==> src/rtl/mem_rd_arbiter_if.sv <==
// Bundles the requester handshake, response return and memory read port of mem_rd_arbiter.
// No storage or latency: wires only.
// Modport slave is the arbiter. Modport master is the surrounding logic: requesters plus the memory read data.
interface mem_rd_arbiter_if #(
    parameter int NUM_REQ    = 4,
    parameter int WIDTH_DATA = 8,
    parameter int WIDTH_ADDR = 8
);
    logic                          arb_en;
    logic [NUM_REQ-1:0]            req_valid;
    logic [NUM_REQ*WIDTH_ADDR-1:0] req_addr;
    logic [NUM_REQ-1:0]            req_ready;
    logic [NUM_REQ-1:0]            rsp_valid;
    logic [WIDTH_DATA-1:0]         rsp_data;
    logic                          mem_ren;
    logic [WIDTH_ADDR-1:0]         mem_raddr;
    logic [WIDTH_DATA-1:0]         mem_dout;

    // The master side drives requests and carries the memory's read data back in.
    modport master (
        output arb_en, req_valid, req_addr, mem_dout,
        input  req_ready, rsp_valid, rsp_data, mem_ren, mem_raddr
    );

    // The arbiter grants requests and drives the memory read port.
    modport slave (
        input  arb_en, req_valid, req_addr, mem_dout,
        output req_ready, rsp_valid, rsp_data, mem_ren, mem_raddr
    );
endinterface

==> src/rtl/mem_rd_arbiter.sv <==
// Round-robin sharing of one memory read port among NUM_REQ requesters. Optional macro MEM_RD_ARB_PRIO0_EN makes requester 0 strict priority.
// Grant and memory read are combinational in the request cycle. The one-hot response is returned READ_LATENCY cycles later.
// Requesters wait while unselected or while arb_en is low. Responses cannot be stalled.
module mem_rd_arbiter #(
    parameter int NUM_REQ      = 4,
    parameter int WIDTH_DATA   = 8,
    parameter int WIDTH_ADDR   = 8,
    parameter int READ_LATENCY = 1
) (
    input  logic             clk,
    input  logic             rst,
    mem_rd_arbiter_if.slave  bus
);
    localparam int PTR_W = (NUM_REQ > 1) ? $clog2(NUM_REQ) : 1;

    logic [PTR_W-1:0]   rr_ptr;
    logic [NUM_REQ-1:0] req_eff;
    logic [NUM_REQ-1:0] rr_req;
    logic [NUM_REQ-1:0] rr_hi;
    logic [PTR_W-1:0]   rr_start;
    logic [PTR_W-1:0]   grant_idx;
    logic               grant_any;
    logic [NUM_REQ-1:0] grant;
    logic [WIDTH_ADDR-1:0] raddr;
    logic [NUM_REQ-1:0] rsp_pipe [READ_LATENCY];

    // Return the index of the lowest set bit, or 0 when no bit is set.
    function automatic logic [PTR_W-1:0] low_idx(input logic [NUM_REQ-1:0] v);
        low_idx = '0;
        for (int i = NUM_REQ - 1; i >= 0; i--) begin
            if (v[i]) low_idx = PTR_W'(i);
        end
    endfunction

    // Select a requester: first search upward from rr_ptr, then wrap around to the lowest index.
    always_comb begin
        req_eff = (bus.arb_en && !rst) ? bus.req_valid : '0;
`ifdef MEM_RD_ARB_PRIO0_EN
        // Requester 0 is handled outside the rotation, so the rotation never starts at index 0.
        rr_req   = req_eff & ~NUM_REQ'(1);
        rr_start = (rr_ptr == '0) ? PTR_W'(1) : rr_ptr;
`else
        rr_req   = req_eff;
        rr_start = rr_ptr;
`endif
        rr_hi = '0;
        for (int i = 0; i < NUM_REQ; i++) begin
            rr_hi[i] = rr_req[i] && (i >= int'(rr_start));
        end
        grant_any = |req_eff;
        grant_idx = (|rr_hi) ? low_idx(rr_hi) : low_idx(rr_req);
`ifdef MEM_RD_ARB_PRIO0_EN
        if (req_eff[0]) grant_idx = '0;
`endif
        grant = '0;
        if (grant_any) grant[grant_idx] = 1'b1;
    end

    // Pass the granted requester's address to the memory; the address is zero when nothing is granted.
    always_comb begin
        raddr = '0;
        for (int i = 0; i < NUM_REQ; i++) begin
            if (grant[i]) raddr = bus.req_addr[i*WIDTH_ADDR +: WIDTH_ADDR];
        end
    end

    // Advance the pointer past the winner. A strict-priority win leaves the rotation unchanged.
    always_ff @(posedge clk) begin
        if (rst) begin
            rr_ptr <= '0;
        end else if (grant_any) begin
`ifdef MEM_RD_ARB_PRIO0_EN
            if (grant_idx != '0)
`endif
            rr_ptr <= (grant_idx == PTR_W'(NUM_REQ - 1)) ? '0 : grant_idx + PTR_W'(1);
        end
    end

    // Carry each grant alongside its read so the response strobe lines up with mem_dout. Reset drops in-flight reads.
    always_ff @(posedge clk) begin
        if (rst) begin
            for (int i = 0; i < READ_LATENCY; i++) rsp_pipe[i] <= '0;
        end else begin
            rsp_pipe[0] <= grant;
            for (int i = 1; i < READ_LATENCY; i++) rsp_pipe[i] <= rsp_pipe[i-1];
        end
    end

    assign bus.req_ready = grant;
    assign bus.mem_ren   = grant_any;
    assign bus.mem_raddr = raddr;
    assign bus.rsp_valid = rsp_pipe[READ_LATENCY-1];
    assign bus.rsp_data  = bus.mem_dout;
endmodule

==> src/flat_wrapper.sv <==
// flat-port wrapper written by rule: the top's interface ports become plain ports
module mem_rd_arbiter_flat 
#(
    parameter int NUM_REQ      = 4,
    parameter int WIDTH_DATA   = 8,
    parameter int WIDTH_ADDR   = 8,
    parameter int READ_LATENCY = 1
)
  (clk, rst, bus_arb_en, bus_req_valid, bus_req_addr, bus_mem_dout, bus_req_ready, bus_rsp_valid, bus_rsp_data, bus_mem_ren, bus_mem_raddr);
  mem_rd_arbiter_if #(.NUM_REQ(NUM_REQ), .WIDTH_DATA(WIDTH_DATA), .WIDTH_ADDR(WIDTH_ADDR)) bus_i ();
  input  logic clk;
  input  logic rst;
  input wire logic [$bits(bus_i.arb_en)-1:0] bus_arb_en;
  input wire logic [$bits(bus_i.req_valid)-1:0] bus_req_valid;
  input wire logic [$bits(bus_i.req_addr)-1:0] bus_req_addr;
  input wire logic [$bits(bus_i.mem_dout)-1:0] bus_mem_dout;
  output wire logic [$bits(bus_i.req_ready)-1:0] bus_req_ready;
  output wire logic [$bits(bus_i.rsp_valid)-1:0] bus_rsp_valid;
  output wire logic [$bits(bus_i.rsp_data)-1:0] bus_rsp_data;
  output wire logic [$bits(bus_i.mem_ren)-1:0] bus_mem_ren;
  output wire logic [$bits(bus_i.mem_raddr)-1:0] bus_mem_raddr;
  assign bus_i.arb_en = bus_arb_en;
  assign bus_i.req_valid = bus_req_valid;
  assign bus_i.req_addr = bus_req_addr;
  assign bus_i.mem_dout = bus_mem_dout;
  assign bus_req_ready = bus_i.req_ready;
  assign bus_rsp_valid = bus_i.rsp_valid;
  assign bus_rsp_data = bus_i.rsp_data;
  assign bus_mem_ren = bus_i.mem_ren;
  assign bus_mem_raddr = bus_i.mem_raddr;
  mem_rd_arbiter #(.NUM_REQ(NUM_REQ), .WIDTH_DATA(WIDTH_DATA), .WIDTH_ADDR(WIDTH_ADDR), .READ_LATENCY(READ_LATENCY)) u_core (.clk(clk), .rst(rst), .bus(bus_i));
endmodule
==> config.mk <==
export PLATFORM = sky130hd
export DESIGN_NAME = mem_rd_arbiter_flat
export DESIGN_NICKNAME = d
export VERILOG_FILES = /design/src/rtl/mem_rd_arbiter_if.sv /design/src/rtl/mem_rd_arbiter.sv /design/src/flat_wrapper.sv
export SDC_FILE = /design/constraint.sdc
export NUM_CORES = 1
export LEC_CHECK = 0
export ABC_AREA = 0
export CELL_PAD_IN_SITES_DETAIL_PLACEMENT = 0
export CELL_PAD_IN_SITES_GLOBAL_PLACEMENT = 1
export CORE_ASPECT_RATIO = 0.5
export CORE_MARGIN = 2
export CORE_UTILIZATION = 19
export CTS_CLUSTER_DIAMETER = 50
export DETAILED_ROUTE_END_ITERATION = 16
export GPL_TIMING_DRIVEN = 0
export PLACE_DENSITY = 0.88
export SKIP_LAST_GASP = 1
export SLEW_MARGIN = 0
export SYNTH_ARGS = -nofsm -noshare
export SYNTH_HDL_FRONTEND = slang
export SYNTH_SLANG_ARGS = --single-unit
==> constraint.sdc <==
create_clock -name clk -period 3.9 [get_ports clk]
set_input_delay 0.975 -clock clk [delete_from_list [all_inputs] [get_ports clk]]
set_output_delay 0.975 -clock clk [all_outputs]
set_load 0.1 [all_outputs]
==> impl_metrics.json, run 1 <==
{
  "status": "finished, violations left",
  "violations": "setup timing",
  "grt_pass1_vias": 927,
  "synth.yosys.warnings": 0,
  "synthAdderAreaFrac_pct": 6.72,
  "grt_max_degree": 11,
  "dr.pass1.iters": 4,
  "die_area_mm2": 0.00447,
  "grt_use_total_pct": 13.1,
  "area_growth_pct": 166,
  "crit_buf_inv": 4,
  "fin_crit_sh_pct": 102,
  "leakagePower_nw": 0.798,
  "crit_family": "compound AO/OA/AOI/OAI gates",
  "finalNonFillerCells": 232,
  "ir_drop_mv": 0.0787,
  "reg2reg_slack_ns": 1.99,
  "die_h_um": 48.3,
  "clk_latency_ns": 0.23,
  "nNetsFinal": 231,
  "numCtsBuffers": 3,
  "crit_slowest_cell": "a311oi_4",
  "rsz0062_at_grt": "yes",
  "syn_area_um2": 744,
  "vias": 1004,
  "fillers": 335,
  "slew_headroom_pct": 34.4,
  "worstRegToRegCells": 7,
  "reg2reg_from": "u_core.rr_ptr[0]$_SDFFE_PP0P_",
  "via_per_inst": 4.33,
  "clkTransAtPathRegs_ns": 0.04,
  "io_pins": 72,
  "placedCellCount": 217,
  "initial_utilization_pct": 19.5,
  "clk_path_buf_depth": 2,
  "gp_congestion": 0.859,
  "syn_nets": 151,
  "fin_ws_ns": -0.0746,
  "yosysSeqAreaShare_pct": 16.1,
  "critPathMaxStageDelay_ns": 0.35,
  "drv_cap": 0,
  "crit_start": "rst",
  "synth_top_family_by_area": "compound AO/OA/AOI/OAI gates",
  "final_cell_mix": "clkdlybuf4s50_1, buf_4, inv_1",
  "drive_above_1_share_pct": 48.3,
  "ys_ff_latch": 6,
  "die_w_um": 92.5,
  "startpoint_type": "input pin",
  "drc": 0,
  "setup.worst_path.end_class": "output pin",
  "synth_compound_area_share_pct": 35.6,
  "clock_sinks": 6,
  "worst_pin_slew_ns": 0.980,
  "h-tree-depth": 1,
  "synthXorXnorAreaFrac_pct": 0,
  "syn_avg_cell_area_um2": 7.44,
  "cp.required_ns": 2.92,
  "cts_tree": "done",
  "finalWirelength_um": 3120,
  "setup_viol": 8,
  "post-dp-hpwl_um": 2280,
  "slew_viol_final": 0,
  "cp_max_fo": 5,
  "path_cells": "buf_8 -> nand2b_4 -> a31o_4 -> a311oi_4 -> buf_4 -> ha_4 -> buf_8 -> a221oi_4 -> a211o_1 -> a21oi_4 -> buf_12",
  "pre_cts_ws_ns": -1.54,
  "period_minus_slack_ns": 3.97,
  "drtIter0Drc": 21,
  "antenna_found_initial": 0,
  "arrival_ns": 3.00,
  "portBuffers": 63,
  "synthMuxAreaShare_pct": 0,
  "cp_num_cells": 11,
  "drtAntennaViolNets": 0,
  "cts-hold-fix-buffers": 0,
  "min_path_type": "flip-flop to flip-flop",
  "synth_simple_gate_area_share_pct": 20.8,
  "p_per_area_mw_per_mm2": 219,
  "ys_types": 29,
  "fin_worst_skew_ns": 0.00656,
  "clock-root-buffer": "clkbuf_8",
  "hold_viol": 0,
  "r2r_end": "u_core.rsp_pipe[0][3]$_SDFF_PP0_",
  "row_count": 16,
  "grt_overflow": 0,
  "cpMostUsedCell": "buf_8",
  "grt_pass1_wl_um": 4480,
  "endpoint": "bus_mem_raddr[2]",
  "antennaDiodeCount": 0,
  "core-area_mm2": 0.00382,
  "avgRoutedWirePerCell_um": 13.5,
  "final_common_cell": "clkdlybuf4s50_1",
  "syn_inst": 100,
  "critical_path_class": "input pin to output pin",
  "fmax_ghz": 0.252
}
## repair_timing
| item | 4_1_cts | 5_1_grt |
|---|---|---|
| endpoints found under the hold margin | 0 | 0 |
| cloned | 0 | 1 |
| setup buffers | 4 | 9 |
| setup endpoints to repair | 13 | 11 |
| gates resized for setup | 131 | 21 |
| pin swaps | 23 | 13 |
## how the worst min path moves through the flow
stage                     slack, ns                           from  cells past startpoint                       endpoint
after floorplan                0.50  u_core.rr_ptr[0]$_SDFFE_PP0P_                      2  u_core.rr_ptr[0]$_SDFFE_PP0P_
after global placement         0.53  u_core.rr_ptr[1]$_SDFFE_PP0P_                      2  u_core.rr_ptr[1]$_SDFFE_PP0P_
after detailed placement       0.55  u_core.rr_ptr[1]$_SDFFE_PP0P_                      2  u_core.rr_ptr[1]$_SDFFE_PP0P_
after CTS                      0.57  u_core.rr_ptr[0]$_SDFFE_PP0P_                      2  u_core.rr_ptr[0]$_SDFFE_PP0P_
after global routing           0.60  u_core.rr_ptr[0]$_SDFFE_PP0P_                      2  u_core.rr_ptr[0]$_SDFFE_PP0P_
final                          0.58  u_core.rr_ptr[0]$_SDFFE_PP0P_                      2  u_core.rr_ptr[0]$_SDFFE_PP0P_
## layer usage
layer / GRT usage [%] / vias up / wire length, um
met2: 24.2 / 21 / 1720
met4: 2.69 / 0 / 14
met3: 2.94 / 2 / 109
li1: - / 496 / -
met1: 16.5 / 485 / 1270
met5: 0 / - / 0
## kinds of logic after synthesis
logic type	count (synthesis)
AOI/OAI and AO/OA	35
buffers and inverters	29
and+or+nand+nor	26
DFF	6
adders and majority gates	4
## registers in the layout (all words and copies together), names as in the netlist
register and count:
u_core.rsp_pipe 4, u_core.rr_ptr 2
## area by class of cell
class                      instances  area [um2]  area share [%]
inverter                          14        52.6            2.66
multi-input combinational         65         718            36.3
sequential                         6         120            6.07
buffer                            13         134            6.77
timing repair buffer              77         845            42.7
clock buffer                       3        41.3            2.09
tap                               54        67.6            3.42
## report_power, final
group | switching [mW] | total [mW] | internal [mW] | leakage (nW)
registers | 0.00165 | 0.0654 | 0.0638 | 0.0488
logic | 0.153 | 0.274 | 0.121 | 0.728
clock network | 0.0282 | 0.0947 | 0.0665 | 0.0216
total | 0.183 | 0.434 | 0.251 | 0.798
## metrics by stage
step	instance area, um2	utilization [%]	power (mW)	setup TNS, ns	hold WS, ns
finish	1980	51.7	0.434	-0.346	0.581
global route	1980	51.7	0.453	-0.956	0.597
CTS	1800	47.1	0.414	-0.360	0.566
detailed placement	1580	41.2	0.293	-16.63	0.546
global placement	1580	41.2	0.290	-16.21	0.533
floorplan	877	-	0.219	-1.01	0.501
## Yosys cell counts, drive strengths merged
library cell	number	area, um2
and2	8	50.1
nor4	1	12.5
a311oi	1	15.0
o21bai	1	7.51
buf	13	92.6
a211oi	1	12.5
inv	14	52.6
dfxtp	6	120
clkbuf	2	8.75
or2	1	8.76
nand2b	3	26.3
nand2	10	40.0
nor2b	2	12.5
nor3	1	5.00
a31o	1	8.76
ha	4	50.1
a21oi	13	68.8
o21ai	1	5.00
a221oi	8	70.1
o211ai	1	7.51
a211o	8	70.1
## worst reg2reg max path: cells and delay by family (launching register included)
kind | cells | cell delay [ns]
AND/OR/NAND/NOR | 1 | 0.14
buffers and inverters | 3 | 0.50
adder cells (fa/ha/maj) | 1 | 0.26
AO/OA/AOI/OAI | 2 | 0.60
flip-flops | 1 | 0.34
(Power assumes the default switching activity.)
==> run 2, diff against run 1 <==
--- a/config.mk
+++ b/config.mk
@@ -15,8 +15,9 @@
 export DETAILED_ROUTE_END_ITERATION = 16
 export GPL_TIMING_DRIVEN = 0
 export PLACE_DENSITY = 0.88
+export SKIP_CTS_REPAIR_TIMING = 1
 export SKIP_LAST_GASP = 1
-export SLEW_MARGIN = 0
+export SLEW_MARGIN = 20
 export SYNTH_ARGS = -nofsm -noshare
 export SYNTH_HDL_FRONTEND = slang
 export SYNTH_SLANG_ARGS = --single-unit
==> run 2 against run 1 <==
Net effect:
- the flow still finishes with violations (setup timing)
- global-route usage fell by 2.4 points
- non-clock buffer count fell by 7
- clock power fell by 0.6%
- clock skew fell by 0.0010 ns
- sequential share of layout area rose by 0.44 points
- core utilization fell by 3.5 points
- worst hold slack got worse by 0.029 ns
- routed wire length fell by 8.2%
- worst setup slack improved by 0.030 ns
- cell area fell by 6.8%
- largest cell class unchanged
==> impl_metrics.json, run 2 (same netlist as run 1, synthesis figures left out) <==
{
  "grt_pass1_vias": 830,
  "min_path_type": "flip-flop to flip-flop",
  "via_per_inst": 4.35,
  "initial_utilization_pct": 19.5,
  "setup_viol": 8,
  "gp_congestion": 0.859,
  "drtAntennaViolNets": 0,
  "arrival_ns": 2.97,
  "clock-root-buffer": "clkbuf_8",
  "vias": 978,
  "critical_path_class": "input pin to output pin",
  "leakagePower_nw": 0.769,
  "hold_viol": 0,
  "cp.required_ns": 2.92,
  "core-area_mm2": 0.00382,
  "h-tree-depth": 1,
  "pwr-share-seq_pct": 15.7,
  "final_cell_mix": "clkdlybuf4s50_1, buf_4, inv_1",
  "drive_above_1_share_pct": 42.7,
  "avgRoutedWirePerCell_um": 12.7,
  "period_minus_slack_ns": 3.94,
  "maxUsedRoutingLayer": "met3",
  "placedCellCount": 217,
  "fin_ws_ns": -0.0449,
  "drv_cap": 0,
  "intPower_mw": 0.239,
  "fillers": 354,
  "grt_max_degree": 11,
  "die_w_um": 92.5,
  "drtIter0Drc": 24,
  "largest_register": "u_core.rsp_pipe",
  "status": "finished, violations left",
  "io_pins": 72,
  "ir_drop_mv": 0.0806,
  "nNetsFinal": 224,
  "clk_latency_ns": 0.22,
  "largest_reg_flops": 4,
  "clk_path_buf_depth": 2,
  "rsz0062_at_grt": "yes",
  "dr.pass1.iters": 4,
  "clock_sinks": 6,
  "die_h_um": 48.3,
  "fin_crit_sh_pct": 101,
  "grt_overflow": 0,
  "final_common_cell": "clkdlybuf4s50_1",
  "grt_pass1_wl_um": 3710,
  "clkTransAtPathRegs_ns": 0.04,
  "row_count": 16,
  "setup.worst_path.end_class": "output pin",
  "numCtsBuffers": 3,
  "largestRegisters": "u_core.rsp_pipe: 4 flops, u_core.rr_ptr: 2 flops",
  "fmax_ghz": 0.253,
  "portBuffers": 63,
  "pwr-share-clk_pct": 22.7,
  "pre_cts_ws_ns": -1.54,
  "cp_max_fo": 10,
  "wl_met2_um": 1500,
  "crit_slowest_cell": "a311oi_4",
  "die_area_mm2": 0.00447,
  "slew_headroom_pct": 34.4,
  "area_growth_pct": 148,
  "cts_tree": "done",
  "wl_met3_um": 123,
  "antenna_found_initial": 0,
  "grt_use_total_pct": 10.7,
  "finalNonFillerCells": 225,
  "share_comb_of_total_power_pct": 61.6,
  "finalWirelength_um": 2870,
  "p_per_area_mw_per_mm2": 225,
  "post-dp-hpwl_um": 2280,
  "path_cells": "buf_8 -> nand2b_4 -> a31o_4 -> a311oi_4 -> buf_4 -> ha_4 -> buf_6 -> a221oi_2 -> a211o_1 -> a21oi_4 -> buf_12",
  "swShare_pct": 42.5,
  "fin_worst_skew_ns": 0.00553,
  "critPathMaxStageDelay_ns": 0.35,
  "wl_met1_um": 1240,
  "drc": 0,
  "worst_pin_slew_ns": 0.981,
  "startpoint_type": "input pin",
  "antennaDiodeCount": 0,
  "violations": "setup timing",
  "p_sw_mw": 0.176,
  "slew_viol_final": 0
}
-- run 2: cell types whose count changed in the layout (fill, tap and decap cells not counted), moves of 2 or more --
cell and change:
a21oi_1 +2, a21oi_2 -2, buf_2 -2, buf_4 -4, clkbuf_16 -2, clkbuf_2 +3
clkdlybuf4s15_2 -2, dlymetal6s2s_1 +3
-- run 2: worst paths after layout --
kind	start	end	slack (ns)	depth (start not counted)
setup / recovery	rst	bus_mem_raddr[7]	-0.04	11
hold / removal	u_core.rr_ptr[1]$_SDFFE_PP0P_	u_core.rr_ptr[1]$_SDFFE_PP0P_	0.55	2
setup reg to reg	u_core.rr_ptr[0]$_SDFFE_PP0P_	u_core.rsp_pipe[0][3]$_SDFF_PP0_	2.08	6
hold reg to reg	u_core.rr_ptr[1]$_SDFFE_PP0P_	u_core.rr_ptr[1]$_SDFFE_PP0P_	0.55	2
-- run 2: per-stage QoR --
step           power [mW]  hold WS, ns  cell area (um2)  TNS [ns]  util, %
2_1_floorplan       0.219        0.501              877     -1.01        -
3_3_place_gp        0.290        0.533             1580    -16.21     41.2
3_5_place_dp        0.293        0.546             1580    -16.63     41.2
4_1_cts             0.389        0.549             1620    -16.70     42.3
5_1_grt             0.433        0.574             1840    -0.933     48.2
6_report            0.415        0.552             1840    -0.190     48.2
-- run 2: power by group through the flow --
| stage | combinational [mW] | sequential, mW | clock (mW) |
|---|---|---|---|
| floorplan | 0.146 | 0.0731 | 0 |
| global placement | 0.224 | 0.0659 | 0 |
| detailed placement | 0.227 | 0.0661 | 0 |
| CTS | 0.227 | 0.0651 | 0.0970 |
| global route | 0.267 | 0.0653 | 0.101 |
| finish | 0.256 | 0.0652 | 0.0941 |
-- run 2: final cells by class --
| cell class | instances | area (um2) | area share [%] |
|---|---|---|---|
| plain buffers | 12 | 103 | 5.56 |
| repair buffers | 71 | 772 | 41.9 |
| multi-input cells | 65 | 688 | 37.3 |
| flip-flops and latches | 6 | 120 | 6.51 |
| clock buffers | 3 | 41.3 | 2.24 |
| well taps | 54 | 67.6 | 3.66 |
| inverters | 14 | 52.6 | 2.85 |
-- run 2: per-layer routing --
layer / up-vias / track usage (%)
met1: 464 / 13.7
li1: 484 / -
met4: 0 / 2.69
met3: 0 / 2.78
met5: - / 0
met2: 30 / 19.0
-- run 2: worst max-delay path, delay by kind of cell --
kind,cells,cell delay [ns]
buf+inv,4,0.61
fa+ha+maj,1,0.14
compound gates,5,1.09
simple gates,1,0.14
